==> config.mk <==
export PLATFORM = sky130hd
export DESIGN_NAME = hazard_ctrl
export DESIGN_NICKNAME = d
export VERILOG_FILES = /design/src/rtl/common.sv /design/src/rtl/pipes.sv /design/src/rtl/hazard_loaduse.sv /design/src/rtl/hazard_ctrl.sv
export SDC_FILE = /design/constraint.sdc
export NUM_CORES = 1
export LEC_CHECK = 0
export BUFFER_PORTS_ARGS = -buffer_cell sky130_fd_sc_hd__buf_2
export CORE_MARGIN = 5
export CORE_UTILIZATION = 44
export CTS_BUF_LIST = sky130_fd_sc_hd__clkbuf_16
export DETAILED_ROUTE_END_ITERATION = 12
export HOLD_SLACK_MARGIN = 0.03
export PLACE_DENSITY = 0.75
export SYNTH_ARGS = -nofsm -noshare
export SYNTH_HDL_FRONTEND = slang
export SYNTH_SLANG_ARGS = --single-unit
==> constraint.sdc <==
create_clock -name clk -period 2.1 [get_ports clk]
set_clock_uncertainty 0.15 [all_clocks]
set_input_delay 0.21 -clock clk [delete_from_list [all_inputs] [get_ports clk]]
set_output_delay 0.21 -clock clk [all_outputs]
set_load 0.05 [all_outputs]
==> src/rtl/common.sv <==
// Shared basic types for the pipeline blocks.
//   u1          : single-bit flag
//   creg_addr_t : core register-file address (x0 is hard-wired zero)
package common;

    localparam int unsigned CREG_AW = 5;

    typedef logic               u1;
    typedef logic [CREG_AW-1:0] creg_addr_t;

endpackage

==> src/rtl/pipes.sv <==
// Pipeline-control definitions: hazard FSM states and mul/div timing defaults.
package pipes;

    localparam int unsigned MULDIV_LAT_DEFAULT = 64;
    localparam int unsigned HZ_CNT_W           = 8;

    typedef enum logic [1:0] {
        RUN     = 2'd0,
        MULDIV  = 2'd1,
        DISCARD = 2'd2
    } hazard_state_t;

endpackage

==> src/rtl/hazard_loaduse.sv <==
// Load-use hazard compare: the execute-stage load writes a register the
// decode-stage instruction reads. Purely combinational.
//   memread_E, dst_E : execute-stage load flag and destination
//   ra1_D, ra2_D     : decode-stage source registers
//   load_use_c       : hazard present this cycle
module hazard_loaduse
    import common::*;
(
    input  logic       memread_E,
    input  creg_addr_t dst_E,
    input  creg_addr_t ra1_D,
    input  creg_addr_t ra2_D,
    output logic       load_use_c
);

    // x0 never carries a real dependency
    assign load_use_c = memread_E && (dst_E != '0) &&
                        ((dst_E == ra1_D) || (dst_E == ra2_D));

endmodule

==> src/rtl/hazard_ctrl.sv <==
// Pipeline hazard controller: stage load enables, bubble flushes, branch
// redirect select and mul/div busy, for a 5-stage in-order pipeline.
//   clk, reset        : clock, async active-high reset
//   i_wait, d_wait    : fetch / data-memory access outstanding
//   ra1_D, ra2_D      : decode source registers
//   dst_E, memread_E  : execute destination and load flag
//   branch_taken_E    : execute-stage redirect
//   muldiv_start_E    : execute-stage mul/div start
//   *_en, *_flush     : stage register load enables and bubble loads
//   redirect_sel      : pc selector takes the branch target
//   muldiv_busy       : mul/div in progress
// Outputs are combinational from state, cnt and inputs.
module hazard_ctrl
    import common::*;
    import pipes::*;
#(
    parameter int unsigned MULDIV_LAT = MULDIV_LAT_DEFAULT
) (
    input  logic       clk,
    input  logic       reset,
    input  logic       i_wait,
    input  logic       d_wait,
    input  creg_addr_t ra1_D,
    input  creg_addr_t ra2_D,
    input  creg_addr_t dst_E,
    input  logic       memread_E,
    input  logic       branch_taken_E,
    input  logic       muldiv_start_E,
    output logic       pc_en,
    output logic       dreg_en,
    output logic       ereg_en,
    output logic       mreg_en,
    output logic       wreg_en,
    output logic       dreg_flush,
    output logic       ereg_flush,
    output logic       mreg_flush,
    output logic       wreg_flush,
    output logic       redirect_sel,
    output logic       muldiv_busy
);

    hazard_state_t         state_q, state_d;
    logic [HZ_CNT_W-1:0]   cnt_q, cnt_d;
    u1                     load_use;

    hazard_loaduse u_loaduse (
        .memread_E  (memread_E),
        .dst_E      (dst_E),
        .ra1_D      (ra1_D),
        .ra2_D      (ra2_D),
        .load_use_c (load_use)
    );

    // State and mul/div countdown
    always_ff @(posedge clk or posedge reset) begin
        if (reset) begin
            state_q <= RUN;
            cnt_q   <= '0;
        end else begin
            state_q <= state_d;
            cnt_q   <= cnt_d;
        end
    end

    // Prioritised hazard response: d_wait, MULDIV, branch, load-use, i_wait
    always_comb begin
        state_d      = state_q;
        cnt_d        = cnt_q;
        pc_en        = 1'b1;
        dreg_en      = 1'b1;
        ereg_en      = 1'b1;
        mreg_en      = 1'b1;
        wreg_en      = 1'b1;
        dreg_flush   = 1'b0;
        ereg_flush   = 1'b0;
        mreg_flush   = 1'b0;
        wreg_flush   = 1'b0;
        redirect_sel = 1'b0;
        muldiv_busy  = (state_q == MULDIV);

        if (reset) begin
            pc_en       = 1'b0;
            dreg_en     = 1'b0;
            ereg_en     = 1'b0;
            mreg_en     = 1'b0;
            wreg_en     = 1'b0;
            dreg_flush  = 1'b1;
            ereg_flush  = 1'b1;
            mreg_flush  = 1'b1;
            wreg_flush  = 1'b1;
            muldiv_busy = 1'b0;
        end else if (d_wait) begin
            // Freeze everything up to memory; retire a bubble into writeback
            pc_en      = 1'b0;
            dreg_en    = 1'b0;
            ereg_en    = 1'b0;
            mreg_en    = 1'b0;
            wreg_flush = 1'b1;
        end else begin
            case (state_q)
                MULDIV: begin
                    if (cnt_q > HZ_CNT_W'(1)) begin
                        pc_en      = 1'b0;
                        dreg_en    = 1'b0;
                        ereg_en    = 1'b0;
                        mreg_flush = 1'b1;
                        cnt_d      = cnt_q - HZ_CNT_W'(1);
                    end else begin
                        // Last cycle: result into mreg, mul/div leaves execute
                        ereg_flush = 1'b1;
                        cnt_d      = '0;
                        state_d    = RUN;
                    end
                end
                DISCARD: begin
                    // Fetch issued before the redirect is still in flight; drop it
                    dreg_flush = 1'b1;
                    pc_en      = !i_wait;
                    if (!i_wait) begin
                        state_d = RUN;
                    end
                end
                default: begin
                    if (muldiv_start_E) begin
                        pc_en      = 1'b0;
                        dreg_en    = 1'b0;
                        ereg_en    = 1'b0;
                        mreg_flush = 1'b1;
                        cnt_d      = HZ_CNT_W'(MULDIV_LAT - 1);
                        state_d    = MULDIV;
                    end else if (branch_taken_E) begin
                        redirect_sel = 1'b1;
                        dreg_flush   = 1'b1;
                        ereg_flush   = 1'b1;
                        if (i_wait) begin
                            state_d = DISCARD;
                        end
                    end else if (load_use) begin
                        pc_en      = 1'b0;
                        dreg_en    = 1'b0;
                        ereg_flush = 1'b1;
                    end else if (i_wait) begin
                        pc_en      = 1'b0;
                        dreg_flush = 1'b1;
                    end
                end
            endcase
        end
    end

endmodule

# Yosys cells after proc, flatten, opt, wreduce, memory -nomap -nowiden
# Index checks and enable logic that the tools add are counted.
# word_totals
regBits	10
latch_bits	0
mem_bits_rw	0
romBits	0
out_inout_bits	11
word_cells	80
memories	0
# op_classes
addsub	1
mul	0
div	0
order_cmp	1
eq_ne	6
n_shift	0
n_mux	56
bitwise_logic	3
n_reduce_logical	11
# op_table
op	count
$mux W1	41
$mux W8	2
$pmux W8 S2	1
$pmux W1 S2	6
$eq A5 B5 Y1	2
$mux W2	5
$gt A8 B1 Y1 const B	1
$reduce_bool A4 Y1	2
$sub A8 B1 Y8 const B	1
$reduce_and A6 Y1	1
$reduce_bool A5 Y1	1
$ne A2 B2 Y1 const B	2
$pmux W2 S2	1
$reduce_and A4 Y1	1
$not A1 Y1	3
$eq A2 B1 Y1 const B	1
$eq A2 B2 Y1 const B	1
$logic_and A1 B1 Y1	2
$reduce_bool A2 Y1	1
$reduce_or A2 Y1	1
$logic_not A1 Y1	1
$logic_or A1 B1 Y1	1

# Logic depth before layout (Yosys ltp)
# logic_depth
word_depth	9
depth_mapped	8
mapped_depth_nobuf	7

# By module
# A second synthesis with hierarchy kept.
# hier_totals
cells_unflattened	115
hier_area_um2	932.1
# by_module_without_submodules
module	instances	cells_each	area_each_um2	seq_area_each_um2
hazard_ctrl	1	98	807.0	250.2
hazard_loaduse	1	17	125.1	0.0

# Worst setup path after synthesis
# Ideal clock, no wire load.
# synth_timing
path_kind	input to output
startpoint	in reset
endpoint	out pc_en
arrival_time_ns	3.012
required_time_ns	1.740
slack_ns	-1.272
cell_stages	3
path_buffers	0
cell_sequence	nor2_1 nand2_1 o311ai_0
# synth_via
elab_chain_len	1
# synth_lines
element	line	source
start, declared	hazard_ctrl.sv:20	input logic reset,
$mux W1	hazard_ctrl.sv:81	if (reset) begin
end, declared	hazard_ctrl.sv:29	output logic pc_en,
# No other way between the ends.

# Final worst setup path
# layout_timing
startpoint	reg cnt_q[5]
endpoint	out pc_en
# layout_via
elab_chain_len	5
# layout_lines
element	line	source
start, declared	hazard_ctrl.sv:43	logic [HZ_CNT_W-1:0] cnt_q, cnt_d;
start signal, assigned	hazard_ctrl.sv:61	cnt_q <= cnt_d;
$gt A8 B1 Y1	hazard_ctrl.sv:102	if (cnt_q > HZ_CNT_W'(1)) begin
$mux W1	hazard_ctrl.sv:102	
$pmux W1 S2	hazard_ctrl.sv:100	case (state_q)
$mux W1	hazard_ctrl.sv:92	end else if (d_wait) begin
$mux W1	hazard_ctrl.sv:81	
# No other way between the ends.

==> out/summary.txt <==
status -> finished with violations
failing checks -> negative setup slack
initial antenna violation count -> 0
Setup crit end kind -> primary output
Worst EP arrival -> 2.02 ns
row cnt -> 16
Antenna Violating Nets Remaining -> 0
syn nets -> 137
post-synth top area share -> 0.271
P&R area growth vs syn -> 69.1%
Slew HR -> 0.788
final worst setup slack -> -0.278 ns
total power draw -> 1.84 mW
Root Driver -> clkbuf_16
met3 Usage GRT -> 0.0557
setup TNS -> -1.52 ns
Min-Delay Path Class -> in2async
GRT Residual Overflow -> 0
Async SR Flop Fraction -> 1.00
total number of vias -> 1113
Fillers -> 130
GRT Util Overall -> 0.215
Post-Route WL -> 3330 um
NetSw -> 0.801 mW
fin crit period -> 2.38 ns
Clk pwr share -> 0.181
area leader, netlist -> dfrtp_1
flop2flop setup slack -> -0.12 ns
worst endpoint required time -> 1.74 ns
Power Internal -> 1.03 mW
Least-Margin Pin Slew -> 0.318 ns
RSZ-0062 raised after global routing -> true
Via density -> 5.68
end-of-flow core utilization -> 0.788
layout cells sized above 1 -> 0.515
busiest layer in global routing -> met2
# H-tree levels -> 1
VDD IR max -> 0.000806 V
crit-path max FO -> 4
Synth Cell Area -> 923 um^2
largest net degree at the start of global routing -> 14
Placer Congestion -> 0.944
Top delay family on crit path -> simple AND/OR/NAND/NOR gates
Die Width -> 55.8 um
Synth Area per Inst -> 8.32 um^2
Port Buf Inserts -> 32
core area -> 1980 um^2
Final Non-Filler Cells -> 196
ys flop type -> dfrtp_1
DRT iter0 DRCs -> 33
most common cell after layout, fill and taps aside -> buf_2
Area contributors post-synth -> dfrtp_1 (27%), xnor2_1 (9.5%), ha_1 (5.4%), nand2_1 (4.5%), inv_1 (4.1%)
met2 Resource Use GR -> 0.373
#FFs+latches synth -> 10
Avg WL per Cell -> 17.0 um
Power Dens Cells -> 1180 nW/um^2
dpl cells -> 189
commonest non-fill, non-tap cells in the layout -> buf_2 (26), buf_4 (21), nand2_1 (11)
critical path, cell by cell -> or4_4 > nor4_4 > and2_4 > o211ai_1 > o311ai_2 > buf_6
met1 usage -> 0.254
Flop pwr share -> 0.180
CTS tree -> yes
Unique masters post-synth -> 41
critical path launch point type -> flip-flop
Max clock buf depth -> 2
leakage power -> 0.690 nW
CP startpoint -> cnt_q[5]$_DFFE_PP0P_
CTS Buf Count -> 3
switching share of power -> 0.436
endpoints failing setup -> 9
critical path class -> reg2out
Detailed Place HPWL -> 2390 um
Slowest cell on crit path -> or4_4
Largest stage delay, worst path -> 0.56 ns
Placed Area -> 1320 um^2
diode count -> 0
fin. max-slew vios -> 0
global-route wire length before repair -> 5310 um
die area -> 3110 um^2
DRC viols -> 0
CP bufs+invs -> 1
Post-Layout Inst Area -> 1560 um^2
Post-synth EDFFs -> 0
Reg clk slew, reported paths -> 0.04 ns
number of global-route vias before repair -> 1080
# IOs -> 33
Gate power share -> 0.638
r2r startpoint -> cnt_q[5]$_DFFE_PP0P_
Initial Util -> 0.466
Fin. Hold Viols -> 0
Max Freq -> 421 MHz
Synthesis Warnings -> 0
Max Cap Violations -> 0
fin crit share -> 1.13
nets -> 197
worst-skew pair later-pin latency -> 0.24 ns
Cells after Synth -> 111
Detailed Routing Iterations Pass 1 -> 4
clock sinks -> 10
Die Y -> 55.8 um
sequential share of the synthesized area -> 0.271
what timing repair did:
item	4_1_cts	5_1_grt
hold endpoints to repair	1	0
hold buffers	1	0
setup endpoints to repair	11	11
pin swaps	13	8
resized for setup	32	5
cloned	0	0
buffers inserted	3	0
Yosys cell counts, drive strengths merged, types with 2 or more instances:
master  number
nor2         8
o22a         3
o21a         2
nor2b        2
a21oi        5
or3          2
xnor2       10
nand2       11
o21ai        5
nor3         5
inv         10
a21o         2
dfrtp       10
or4          3
nand3        3
a211oi       2
clkbuf       2
a32oi        2
nor4         2
ha           4
and2         2
tightest hold or removal path, cell delays in order:
cell   delay, ns
buf_2       0.14
inv_1       0.22
buf_4       0.24
registers in the layout (all words and copies together) (netlist names):
name     flops
cnt_q        8
state_q      2
final timing paths:
check	to	depth (start not counted)
worst max-delay path	pc_en	6
worst min-delay path	cnt_q[5]$_DFFE_PP0P_	3
worst max register to register	state_q[1]$_DFFE_PP0P_	6
worst min register to register	cnt_q[1]$_DFFE_PP0P_	1
max in group asynchronous	cnt_q[7]$_DFFE_PP0P_	3
min in group clk	state_q[0]$_DFFE_PP0P_	3
layout make-up:
class	count	area [um^2]	area share
timing repair buffer	58	410	0.263
sequential	10	250	0.160
multi-input combinational	88	752	0.482
tap	27	33.8	0.0216
clock buffer	3	75.1	0.0481
inverter	10	40.0	0.0256
per-layer routing:
metal / wire, um / vias up
li1: - / 524
met1: 1250 / 526
met2: 1760 / 52
met3: 242 / 11
met4: 76 / 0
met5: 0 / -
metrics by stage:
stage	hold WS [ns]	setup WS, ns
2_1_floorplan	0.103	-0.199
3_3_place_gp	0.0435	-0.119
3_5_place_dp	0.0440	-0.170
4_1_cts	0.0627	-0.283
5_1_grt	0.101	-0.315
6_report	0.0737	-0.278
logic make-up after synthesis:
kind of cell,after synthesis,share of synthesized area
AOI/OAI and AO/OA,32,0.270
xor gates and xnor gates,11,0.104
adders and majority gates,4,0.0542
buffers and inverters,13,0.0542
DFF,10,0.271
muxes,2,0.0271
and+or+nand+nor,39,0.220
power groups by stage:
stage / clock network (mW) / registers (mW) / logic (mW)
4_1_cts: 0.338 / 0.323 / 1.10
3_3_place_gp: 0 / 0.307 / 0.890
2_1_floorplan: 0 / 0.314 / 0.567
3_5_place_dp: 0 / 0.314 / 0.930
6_report: 0.333 / 0.331 / 1.17
5_1_grt: 0.347 / 0.338 / 1.24
No activity file was read; power rests on OpenSTA's default activity.
